[src/rtl/alarm_time_set.sv]
// Push-button alarm-time editor: synchronises, debounces and edge-detects three
// buttons and steps the alarm hour/minute fields. Optional auto-repeat: ALARM_SET_AUTOREPEAT_EN.
module alarm_time_set #(
    parameter int DEBOUNCE_CYC     = 1_000_000,
    parameter int REPEAT_DELAY_CYC = 25_000_000,
    parameter int REPEAT_RATE_CYC  = 5_000_000,
    parameter int RST_HR           = 7,
    parameter int RST_MIN          = 0
) (
    input  logic       clk,
    input  logic       rst,
    input  logic       btn_mode,
    input  logic       btn_up,
    input  logic       btn_down,
    output logic [4:0] alarm_hr,
    output logic [5:0] alarm_min,
    output logic       edit_hr,
    output logic       edit_min,
    output logic       alarm_valid
);

    localparam int              DB_W    = $clog2(DEBOUNCE_CYC + 1);
    localparam logic [DB_W-1:0] DB_LAST = DB_W'(DEBOUNCE_CYC - 1);
    localparam logic [DB_W-1:0] DB_ONE  = DB_W'(1);

    typedef enum logic [1:0] {
        ST_RUN     = 2'd0,
        ST_SET_HR  = 2'd1,
        ST_SET_MIN = 2'd2
    } state_t;

    // Bit order of the button vectors: [0] mode, [1] up, [2] down.
    logic [2:0]            btn_raw_s;
    logic [2:0]            sync1_q;
    logic [2:0]            sync2_q;
    logic [2:0]            deb_q;
    logic [2:0]            deb_prev_q;
    logic [2:0][DB_W-1:0]  db_cnt_q;
    logic [2:0]            press_ev_s;

    state_t     state_q;
    logic [4:0] hr_q;
    logic [5:0] min_q;
    logic       edit_hr_q;
    logic       edit_min_q;
    logic       valid_q;

    logic       mode_ev_s;
    logic       step_up_s;
    logic       step_dn_s;
    logic       rpt_up_s;
    logic       rpt_dn_s;
    logic       inc_s;
    logic       dec_s;

    function automatic logic [4:0] hr_step(input logic [4:0] v, input logic up);
        if (up) begin
            return (v >= 5'd23) ? 5'd0 : v + 5'd1;
        end else begin
            return (v == 5'd0 || v > 5'd23) ? 5'd23 : v - 5'd1;
        end
    endfunction

    function automatic logic [5:0] min_step(input logic [5:0] v, input logic up);
        if (up) begin
            return (v >= 6'd59) ? 6'd0 : v + 6'd1;
        end else begin
            return (v == 6'd0 || v > 6'd59) ? 6'd59 : v - 6'd1;
        end
    endfunction

    assign btn_raw_s = {btn_down, btn_up, btn_mode};

    // Synchronise, debounce and remember the previous debounced level per button.
    always_ff @(posedge clk) begin
        if (rst) begin
            sync1_q    <= 3'b000;
            sync2_q    <= 3'b000;
            deb_q      <= 3'b000;
            deb_prev_q <= 3'b000;
            db_cnt_q   <= '0;
        end else begin
            sync1_q    <= btn_raw_s;
            sync2_q    <= sync1_q;
            deb_prev_q <= deb_q;
            for (int i = 0; i < 3; i++) begin
                if (sync2_q[i] == deb_q[i]) begin
                    db_cnt_q[i] <= '0;
                end else if (db_cnt_q[i] == DB_LAST) begin
                    deb_q[i]    <= ~deb_q[i];
                    db_cnt_q[i] <= '0;
                end else begin
                    db_cnt_q[i] <= db_cnt_q[i] + DB_ONE;
                end
            end
        end
    end

    // Press events; a step is dropped when it collides with mode or the opposite button.
    always_comb begin
        press_ev_s = deb_q & ~deb_prev_q;
        mode_ev_s  = press_ev_s[0];
        step_up_s  = press_ev_s[1] & ~press_ev_s[2] & ~mode_ev_s & (state_q != ST_RUN);
        step_dn_s  = press_ev_s[2] & ~press_ev_s[1] & ~mode_ev_s & (state_q != ST_RUN);
    end

`ifdef ALARM_SET_AUTOREPEAT_EN
    localparam int              RP_MAX        = (REPEAT_DELAY_CYC > REPEAT_RATE_CYC) ?
                                                REPEAT_DELAY_CYC : REPEAT_RATE_CYC;
    localparam int              RP_W          = $clog2(RP_MAX + 1);
    localparam logic [RP_W-1:0] RP_DELAY_LAST = RP_W'(REPEAT_DELAY_CYC - 1);
    localparam logic [RP_W-1:0] RP_RATE_LAST  = RP_W'(REPEAT_RATE_CYC - 1);
    localparam logic [RP_W-1:0] RP_ONE        = RP_W'(1);

    logic            rpt_act_q;
    logic            rpt_dir_up_q;
    logic            rpt_first_q;
    logic [RP_W-1:0] rpt_cnt_q;
    logic            rpt_held_s;
    logic            rpt_fire_s;

    // Repeat is only live while the arming button is held alone.
    always_comb begin
        rpt_held_s = rpt_dir_up_q ? (deb_q[1] & ~deb_q[2]) : (deb_q[2] & ~deb_q[1]);
        rpt_fire_s = rpt_act_q & rpt_held_s & ~mode_ev_s &
                     (rpt_cnt_q == (rpt_first_q ? RP_DELAY_LAST : RP_RATE_LAST));
        rpt_up_s   = rpt_fire_s & rpt_dir_up_q;
        rpt_dn_s   = rpt_fire_s & ~rpt_dir_up_q;
    end

    // Arm on an accepted press step; count delay then rate; disarm on mode/release/opposite.
    always_ff @(posedge clk) begin
        if (rst) begin
            rpt_act_q    <= 1'b0;
            rpt_dir_up_q <= 1'b0;
            rpt_first_q  <= 1'b0;
            rpt_cnt_q    <= '0;
        end else if (mode_ev_s) begin
            rpt_act_q <= 1'b0;
        end else if (step_up_s || step_dn_s) begin
            rpt_act_q    <= 1'b1;
            rpt_dir_up_q <= step_up_s;
            rpt_first_q  <= 1'b1;
            rpt_cnt_q    <= '0;
        end else if (rpt_act_q) begin
            if (!rpt_held_s) begin
                rpt_act_q <= 1'b0;
            end else if (rpt_fire_s) begin
                rpt_first_q <= 1'b0;
                rpt_cnt_q   <= '0;
            end else begin
                rpt_cnt_q <= rpt_cnt_q + RP_ONE;
            end
        end
    end
`else
    assign rpt_up_s = 1'b0;
    assign rpt_dn_s = 1'b0;
`endif

    assign inc_s = step_up_s | rpt_up_s;
    assign dec_s = step_dn_s | rpt_dn_s;

    // Editor FSM with registered field values and status outputs.
    always_ff @(posedge clk) begin
        if (rst) begin
            state_q    <= ST_RUN;
            hr_q       <= 5'(RST_HR);
            min_q      <= 6'(RST_MIN);
            edit_hr_q  <= 1'b0;
            edit_min_q <= 1'b0;
            valid_q    <= 1'b1;
        end else begin
            case (state_q)
                ST_RUN: begin
                    if (mode_ev_s) begin
                        state_q   <= ST_SET_HR;
                        edit_hr_q <= 1'b1;
                        valid_q   <= 1'b0;
                    end
                end
                ST_SET_HR: begin
                    if (mode_ev_s) begin
                        state_q    <= ST_SET_MIN;
                        edit_hr_q  <= 1'b0;
                        edit_min_q <= 1'b1;
                    end else if (inc_s) begin
                        hr_q <= hr_step(hr_q, 1'b1);
                    end else if (dec_s) begin
                        hr_q <= hr_step(hr_q, 1'b0);
                    end
                end
                ST_SET_MIN: begin
                    if (mode_ev_s) begin
                        state_q    <= ST_RUN;
                        edit_min_q <= 1'b0;
                        valid_q    <= 1'b1;
                    end else if (inc_s) begin
                        min_q <= min_step(min_q, 1'b1);
                    end else if (dec_s) begin
                        min_q <= min_step(min_q, 1'b0);
                    end
                end
                default: begin
                    state_q    <= ST_RUN;
                    edit_hr_q  <= 1'b0;
                    edit_min_q <= 1'b0;
                    valid_q    <= 1'b1;
                end
            endcase
        end
    end

    assign alarm_hr    = hr_q;
    assign alarm_min   = min_q;
    assign edit_hr     = edit_hr_q;
    assign edit_min    = edit_min_q;
    assign alarm_valid = valid_q;

endmodule

[config.mk]
export PLATFORM = sky130hd
export DESIGN_NAME = alarm_time_set
export DESIGN_NICKNAME = d
export VERILOG_FILES = /design/src/rtl/alarm_time_set.sv
export SDC_FILE = /design/constraint.sdc
export NUM_CORES = 1
export LEC_CHECK = 0
export ABC_CLOCK_PERIOD_IN_PS = 1900
export CORE_MARGIN = 8
export CORE_UTILIZATION = 50
export DETAILED_ROUTE_END_ITERATION = 8
export PLACE_DENSITY_LB_ADDON = 0.1
export SETUP_SLACK_MARGIN = 0.02
export SLEW_MARGIN = 20
export SYNTH_ARGS = -nofsm -noshare
export SYNTH_HDL_FRONTEND = slang
export SYNTH_SLANG_ARGS = --single-unit
[constraint.sdc]
create_clock -name clk -period 1.9 [get_ports clk]
set_input_delay 0.38 -clock clk [delete_from_list [all_inputs] [get_ports clk]]
set_output_delay 0.38 -clock clk [all_outputs]
set_load 0.1 [all_outputs]
==> results of run 1 <==
[Yosys cell counts (all sizes together), types with 2 or more instances]
master	n	area (um^2)
dfxtp	88	1762
nor2	87	326.6
nand3	37	185.2
xor2	33	289.0
xnor2	30	262.8
nand2	29	125.1
nor3	18	90.09
nand4	13	81.33
nor2b	12	75.07
a21oi	11	55.05
and3	10	63.81
clkbuf	10	37.54
o21ai	10	50.05
inv	9	33.78
ha	8	100.1
nand2b	8	50.05
buf	7	51.30
and2	5	31.28
and4	5	45.04
nor4	5	31.28
a211oi	4	30.03
a31oi	4	25.02
nor4b	4	35.03
a211o	3	26.28
mux2i	3	30.03
nor3b	3	22.52
o32ai	3	26.28
or3	3	18.77
a311oi	2	17.52
nand3b	2	15.01
o2111ai	2	17.52
o211ai	2	15.01
o22ai	2	12.51
or4	2	22.52
[state kept, by name, indices dropped and copies added (netlist names)]
register     cells
sync1_q          3
edit_min         1
deb_q            3
alarm_hr         5
db_cnt_q        60
alarm_valid      1
sync2_q          3
deb_prev_q       3
state_q          2
alarm_min        6
edit_hr          1
[repair_timing]
action / CTS / global route
pin swaps: 0 / 1
resized for setup: 1 / 8
setup endpoints to repair: 19 / 26
cloned: 0 / 1
[critical path, stage by stage, from the launching register on]
cell and delay [ps]:
dfxtp_4 420, ha_1 250, and4b_1 210, o22ai_1 310, o211ai_1 150, a221o_1 310
[logic make-up (layout without fill, tap and decap cells)]
logic type | Yosys count | count (layout)
compound gates | 53 | 53
xor+xnor | 63 | 63
fa+ha+maj | 8 | 8
buf+inv | 26 | 55
flops | 88 | 88
mux | 3 | 3
simple gates | 248 | 249
[stage by stage]
stage,TNS [ps],instance area [um^2],setup slack [ps]
after floorplan,0,4225,24.03
final,0,4886,144.8
after global routing,0,4886,25.43
after CTS,0,4846,28.53
after global placement,0,4678,18.50
after detailed placement,-466.0,4678,-39.04
[layout make-up]
cell class | count | area, um^2 | area share (%)
Multi-Input combinational cell | 376 | 2357 | 48.25
Tap cell | 105 | 131.4 | 2.689
Clock buffer | 12 | 145.1 | 2.971
Timing Repair Buffer | 30 | 410.4 | 8.399
Clock inverter | 4 | 20.02 | 0.4097
Sequential cell | 88 | 1788 | 36.59
Inverter | 9 | 33.78 | 0.6914
[power breakdown]
part	switching [mW]	internal [mW]
Clock	0.621	0.504
Sequential	0.0103	1.85
Combinational	0.0656	0.0428
Total	0.697	2.39
[worst max-delay path by stage]
stage | start | end | cells after the start
finish | alarm_hr[0]$_SDFFE_PP1P_ | alarm_hr[1]$_SDFFE_PP1P_ | 5
global route | alarm_hr[0]$_SDFFE_PP1P_ | alarm_hr[1]$_SDFFE_PP1P_ | 5
CTS | db_cnt_q[40]$_SDFF_PP0_ | db_cnt_q[52]$_SDFF_PP0_ | 6
detailed placement | db_cnt_q[40]$_SDFF_PP0_ | db_cnt_q[52]$_SDFF_PP0_ | 6
global placement | db_cnt_q[40]$_SDFF_PP0_ | db_cnt_q[57]$_SDFF_PP0_ | 6
floorplan | alarm_min[0]$_SDFFE_PP0P_ | alarm_min[4]$_SDFFE_PP0P_ | 7
[layer usage]
layer	share of wire, %	global-route usage [%]	wire [um]
met1	51	18.42	4132
met2	44	22.59	3555
met3	3.6	3.054	295
met4	1.4	6.640	112
met5	0	0	0
==> impl_metrics.json, run 1 <==
{
  "hold_class": "reg -> reg",
  "clk_latency_ps": 340,
  "syn_to_final_growth_pct": 16.36,
  "grt-ovfl-total": 0,
  "htree_levels": 3,
  "hold_viol": 0,
  "crit_path_start_kind": "register",
  "hold_buffers": 0,
  "power_mw": 3.091,
  "synth_xor_area_share_pct": 13.14,
  "drc": 0,
  "p_per_area_mw_per_mm2": 632.6,
  "ys_seq_area_share_pct": 41.95,
  "crit_path_end_kind": "register",
  "die_y_um": 107.6,
  "totalWireLength_mm": 8.095,
  "synth_fa_ha_area_share_pct": 2.384,
  "drv_cap": 0,
  "fillers": 713,
  "drtIter0Drc": 133,
  "dp.cells": 607,
  "synthMuxAreaShare_pct": 0.7151,
  "fin_util_pct": 59.76,
  "reg2reg_slack_ps": 140,
  "setup_viol": 0,
  "tightest_slew_ps": 524.4,
  "critPathArrivalTime_ps": 1990,
  "via_per_inst": 5.439,
  "firstDrtPassIters": 5,
  "rr_startpoint": "alarm_hr[0]$_SDFFE_PP1P_",
  "yosys_warnings": 0,
  "clock-sinks": 88,
  "dieArea_mm2": 0.01159,
  "fmax_ghz": 0.5697,
  "postSynthCellCount": 489,
  "dp_hpwl_mm": 5.453,
  "crit_required_ps": 2130,
  "cts-root-buf": "clkbuf_8",
  "n_antenna_cell": 0,
  "syn-cell-area_mm2": 0.004199,
  "synth_top_family_by_area": "simple AND/OR/NAND/NOR gates",
  "antenna_left": 0,
  "place.gp.congestion": 0.8813,
  "cts_buffer_depth": 2,
  "drive_gt1_share_pct": 12.72,
  "pin_count": 19,
  "path_max_fanout": 9,
  "synth_edf_count": 0,
  "synthSimpleGateAreaFrac_pct": 30.04,
  "dieWidth_um": 107.6,
  "synthFlopType": "dfxtp_1",
  "start_util_pct": 51.36,
  "cts.clk_slew.worst_paths_ps": 80,
  "peakVddDrop_uv": 368.0,
  "relSlewSlack_pct": 64.72,
  "min_path_cells": 1,
  "period_share_pct": 92.38,
  "most-common-layout-cells": "87 x nor2_1, 77 x dfxtp_1, 37 x nand3_1",
  "r2r-end": "alarm_hr[1]$_SDFFE_PP1P_",
  "core_mm2": 0.008175,
  "ys_async_sr_fraction_pct": 0,
  "num_rows": 33,
  "fin_cells": 624,
  "grt_pass1_wl_mm": 13.92,
  "hold_path_end": "sync2_q[0]$_SDFF_PP0_",
  "rsz0062_at_grt": "no",
  "skew_ps": 7.900,
  "synth_compound_area_share_pct": 8.850,
  "via_count": 3394,
  "grt_max_degree": 35,
  "ys_ff_latch": 88,
  "status": "completed",
  "hp-start": "sync1_q[0]$_SDFF_PP0_",
  "synth_nets": 502,
  "critPathKind": "reg -> reg",
  "wire_per_inst_um": 12.97,
  "final_common_cell": "nor2_1",
  "postSynthAreaPerCell_um2": 8.587,
  "cts_tree": "yes",
  "fin_hold_ws_ps": 445.4,
  "drv_slew": 0,
  "fin_nets": 527,
  "antenna_found_initial": 0,
  "reg2reg_depth": 5,
  "port_buffers": 18,
  "fin_crit_ps": 1755,
  "p_leak_nw": 1.642,
  "grt_use_total_pct": 14.38,
  "synth_cell_type_count": 55,
  "cts_setup_buffers": 0,
  "grt_pass1_vias": 3151,
  "cts-buffers-inserted": 9
}
Note: power is estimated with default switching activity, not from simulation.
==> run 2, diff against run 1 <==
- GPL_ROUTABILITY_DRIVEN: unset -> 0
- PLACE_DENSITY: unset -> 0.77
- PLACE_DENSITY_LB_ADDON: 0.1 -> unset
==> run 2 against run 1 <==
Against the previous run: power increased by 5.2%; routed wire length increased by 0.12%; sequential cell count unchanged; maximum frequency decreased by 2.7%; critical endpoint is now alarm_hr[2]$_SDFFE_PP1P_; largest power group unchanged.
==> impl_metrics.json, run 2 (same netlist as run 1, synthesis figures left out) <==
{
  "totalWireLength_mm": 8.105,
  "grt_use_total_pct": 14.87,
  "p_seq_share_pct": 57.1,
  "syn_to_final_growth_pct": 16.09,
  "crit_path_start_kind": "register",
  "cts.clk_slew.worst_paths_ps": 80,
  "relSlewSlack_pct": 70.27,
  "fin_cells": 623,
  "fin_util_pct": 59.63,
  "critPathKind": "reg -> reg",
  "tightest_slew_ps": 434.7,
  "start_util_pct": 51.36,
  "post_dp_cell_area_mm2": 0.004666,
  "drtIter0Drc": 147,
  "reg2reg_depth": 6,
  "fin_nets": 526,
  "peakVddDrop_uv": 410.1,
  "clk_latency_ps": 350,
  "die_y_um": 107.6,
  "pin_count": 19,
  "num_rows": 33,
  "dieWidth_um": 107.6,
  "crit_chain": "ha_1, a211oi_1, nor2_1, nor2_1, a2111oi_0, a22oi_1",
  "wire_per_inst_um": 13.01,
  "skew_ps": 10.21,
  "hp-start": "sync1_q[1]$_SDFF_PP0_",
  "grt_pass1_wl_mm": 14.43,
  "reg2reg_slack_ps": 100,
  "fin_crit_ps": 1805,
  "antenna_left": 0,
  "critPathArrivalTime_ps": 2030,
  "htree_levels": 3,
  "grt_pass1_vias": 3290,
  "dp.cells": 607,
  "critPathSlowestCell": "a2111oi_0",
  "final.setup.tns_ps": 0,
  "crit_path_end_kind": "register",
  "grt-ovfl-total": 0,
  "power_mw": 3.252,
  "cts_tree": "yes",
  "grt_max_degree": 20,
  "setup_viol": 0,
  "drv_slew": 0,
  "largest_reg_flops": 60,
  "cts-buffers-inserted": 9,
  "dieArea_mm2": 0.01159,
  "n_antenna_cell": 0,
  "drc": 0,
  "firstDrtPassIters": 4,
  "status": "completed",
  "p_sw_uw": 718.6,
  "via_count": 3444,
  "cp_num_buf_inv": 0,
  "core_mm2": 0.008175,
  "r2r-end": "alarm_hr[2]$_SDFFE_PP1P_",
  "most-common-layout-cells": "87 x nor2_1, 77 x dfxtp_1, 37 x nand3_1",
  "rsz0062_at_grt": "no",
  "rr_startpoint": "alarm_hr[0]$_SDFFE_PP1P_",
  "cp_common_cell": "nor2_1",
  "hold_viol": 0,
  "combPwrFrac_pct": 3.4,
  "swShare_pct": 22.10,
  "regMostFlops": "db_cnt_q",
  "fmax_ghz": 0.5541,
  "period_share_pct": 94.99,
  "final_common_cell": "nor2_1",
  "cts_setup_buffers": 0,
  "port_buffers": 18,
  "drive_gt1_share_pct": 11.97,
  "drv_cap": 0,
  "min_path_cells": 1,
  "power_frac_clock_pct": 39.5,
  "p_int_mw": 2.533,
  "antenna_found_initial": 0,
  "cp_top_family": "compound AO/OA/AOI/OAI gates",
  "p_leak_nw": 1.628,
  "p_per_area_mw_per_mm2": 667.0,
  "setup_ws_ps": 95.21,
  "path_max_fanout": 9,
  "dp_slack_ps": 38.75,
  "final_area_mm2": 0.004875,
  "fin_hold_ws_ps": 442.1,
  "dp_hpwl_mm": 5.704,
  "cts-root-buf": "clkbuf_8",
  "crit_required_ps": 2120,
  "cts_buffer_depth": 2,
  "hold_path_end": "sync2_q[1]$_SDFF_PP0_",
  "hold_class": "reg -> reg",
  "via_per_inst": 5.528,
  "cpPeakStageDelay_ps": 440,
  "clock-sinks": 88
}
-- run 2: final cells by class --
cell class	instances	area [um^2]
timing repair buffer	30	397.9
tap	105	131.4
inverter	9	33.78
clock buffer	11	141.4
sequential	88	1788
multi-input combinational	375	2328
clock inverter	5	53.80
fill	712	3301
-- run 2: per-layer routing --
metal,GRT usage (%),part of all wire [%]
met3,3.413,4.3
met1,18.38,47
met2,23.68,47
met4,7.532,2.0
met5,0,0
-- run 2: worst max path at each step --
stage | from | cells after the start | end | slack (ps)
after detailed placement | db_cnt_q[40]$_SDFF_PP0_ | 6 | db_cnt_q[44]$_SDFF_PP0_ | 40
after CTS | db_cnt_q[40]$_SDFF_PP0_ | 6 | db_cnt_q[44]$_SDFF_PP0_ | 20
after global routing | db_cnt_q[40]$_SDFF_PP0_ | 6 | db_cnt_q[51]$_SDFF_PP0_ | 20
after floorplan | alarm_min[0]$_SDFFE_PP0P_ | 7 | alarm_min[4]$_SDFFE_PP0P_ | 20
final | alarm_hr[0]$_SDFFE_PP1P_ | 6 | alarm_hr[2]$_SDFFE_PP1P_ | 100
after global placement | db_cnt_q[40]$_SDFF_PP0_ | 6 | db_cnt_q[59]$_SDFF_PP0_ | 80
-- run 2: what timing repair did --
item / in CTS / in global routing
hold buffers: 0 / 0
endpoints found under the setup margin: 0 / 21
resized for setup: 0 / 3
-- run 2: power by group through the flow --
stage	logic, mW	registers (mW)	clock network [mW]
floorplan	0.0390	1.93	0
global placement	0.108	1.90	0
detailed placement	0.109	1.90	0
CTS	0.110	1.86	1.32
global route	0.118	1.86	1.39
finish	0.109	1.86	1.28
-- run 2: worst reg2reg max path, cell delays in order, from the launching register on --
cell and delay [ps]:
dfxtp_4 410, ha_1 260, a211oi_1 80, nor2_1 230, nor2_1 100, a2111oi_0 440
a22oi_1 160
==> run 3, diff against run 2 <==
- ABC_CLOCK_PERIOD_IN_PS: 1900 -> 2000
- CORE_MARGIN: 8 -> 5
- MAX_ROUTING_LAYER: unset -> met4
- clock period: 1.9 -> 2 ns (I/O delays scaled with it)
==> run 3 against run 2 <==
Against the previous run: combinational power down 18%; setup slack better by 51 ps; sequential share of layout area up 0.64 points; clock-buffer cell count down 1; first-iteration DRC count down 29%; critical path depth up 1; via count down 0.49%; global-route usage up 1.9 points; utilization down 1.7 points; power down 2.9%.
==> impl_metrics.json, run 3 (same netlist as run 1, synthesis figures left out) <==
{
  "fin_util_pct": 57.90,
  "grt-ovfl-total": 0,
  "drc": 0,
  "fmax_ghz": 0.5395,
  "clock-sinks": 88,
  "grt_pass1_wl_mm": 13.90,
  "die_y_um": 101.6,
  "cts_tree": "yes",
  "pin_count": 19,
  "dp_hpwl_mm": 5.643,
  "via_count": 3427,
  "power_frac_clock_pct": 41.1,
  "cts_setup_buffers": 0,
  "port_buffers": 18,
  "critPathKind": "reg -> reg",
  "p_int_mw": 2.490,
  "hold_buffers": 0,
  "via_per_inst": 5.536,
  "rsz0062_at_grt": "no",
  "dieWidth_um": 101.6,
  "antenna_left": 0,
  "n_antenna_cell": 0,
  "fin_nets": 522,
  "clk_latency_ps": 350,
  "final_common_cell": "nor2_1",
  "wire_per_inst_um": 12.87,
  "hold_viol": 0,
  "final.setup.tns_ps": 0,
  "htree_levels": 3,
  "crit_path_end_kind": "register",
  "grt_max_degree": 20,
  "hold_class": "reg -> reg",
  "crit_path_start_kind": "register",
  "core_mm2": 0.008217,
  "post_cts_resize_count": 0,
  "cts_buffer_depth": 2,
  "relSlewSlack_pct": 64.47,
  "cts-buffers-inserted": 9,
  "dieArea_mm2": 0.01033,
  "largest_reg_flops": 60,
  "combPwrFrac_pct": 2.8,
  "drtIter0Drc": 104,
  "num_rows": 33,
  "power_mw": 3.159,
  "firstDrtPassIters": 4,
  "status": "completed",
  "drv_cap": 0,
  "grt_pass1_vias": 3232,
  "totalWireLength_mm": 7.968,
  "cts-root-buf": "clkbuf_8",
  "critPathArrivalTime_ps": 2100,
  "antenna_found_initial": 0,
  "crit_required_ps": 2250,
  "drive_gt1_share_pct": 11.28,
  "setup_ws_ps": 146.6,
  "fin_cells": 619,
  "peakVddDrop_uv": 374.6,
  "period_share_pct": 92.67,
  "drv_slew": 0,
  "skew_ps": 6.947,
  "fin_crit_ps": 1853,
  "start_util_pct": 51.10,
  "most-common-layout-cells": "87 x nor2_1, 77 x dfxtp_1, 37 x nand3_1",
  "p_sw_uw": 668.2,
  "setup_viol": 0,
  "cts.clk_slew.worst_paths_ps": 80,
  "dp_slack_ps": 60.75,
  "grt_use_total_pct": 16.78,
  "regMostFlops": "db_cnt_q",
  "p_seq_share_pct": 56.0,
  "p_per_area_mw_per_mm2": 664.0,
  "swShare_pct": 21.16,
  "dp.cells": 603,
  "syn_to_final_growth_pct": 13.29,
  "path_max_fanout": 8,
  "tightest_slew_ps": 528.0,
  "p_leak_nw": 1.583
}
## run 3: worst paths after layout
path                              from                        end  slack (ps)  cells after the start
max reg2reg  alarm_min[0]$_SDFFE_PP0P_  alarm_min[4]$_SDFFE_PP0P_         150                      7
min              sync1_q[2]$_SDFF_PP0_      sync2_q[2]$_SDFF_PP0_         450                      1
min reg2reg      sync1_q[2]$_SDFF_PP0_      sync2_q[2]$_SDFF_PP0_         450                      1
max          alarm_min[0]$_SDFFE_PP0P_  alarm_min[4]$_SDFFE_PP0P_         150                      7
## run 3: worst max-delay path: stages (launching register included)
cell,delay [ps]
dfxtp_2,370
inv_1,110
ha_1,160
nand2b_1,90
o41ai_2,430
and2_1,250
a211oi_1,70
a211oi_1,270
## run 3: routing by layer
layer | part of all wire (%) | vias to the layer above | wire length, um | global-route usage, %
met4 | 2.1 | 0 | 170 | 7.566
met1 | 48 | 1613 | 3847 | 20.71
met2 | 47 | 50 | 3765 | 26.81
li1 | - | 1743 | - | -
met3 | 2.3 | 21 | 185 | 2.893
met5 | 0 | - | 0 | -
## run 3: power groups by stage
stage / Clock (mW) / Combinational, mW / Sequential [mW]
CTS: 1.33 / 0.0899 / 1.77
global placement: 0 / 0.0883 / 1.81
floorplan: 0 / 0.0370 / 1.84
finish: 1.30 / 0.0895 / 1.77
global route: 1.40 / 0.0959 / 1.77
detailed placement: 0 / 0.0897 / 1.81
## run 3: final cells by class
cell class | instances | area (um^2)
Fill cell | 724 | 3460
Multi-Input combinational cell | 375 | 2325
Sequential cell | 88 | 1775
Timing Repair Buffer | 26 | 280.3
Tap cell | 105 | 131.4
Clock buffer | 10 | 127.6
Clock inverter | 6 | 83.83
Inverter | 9 | 33.78
## run 3: per-stage QoR
stage	hold WS, ps	instance area (um^2)
detailed placement	434.9	4536
CTS	455.2	4747
finish	450.1	4757
floorplan	413.8	4213
global route	473.8	4757
global placement	423.2	4536
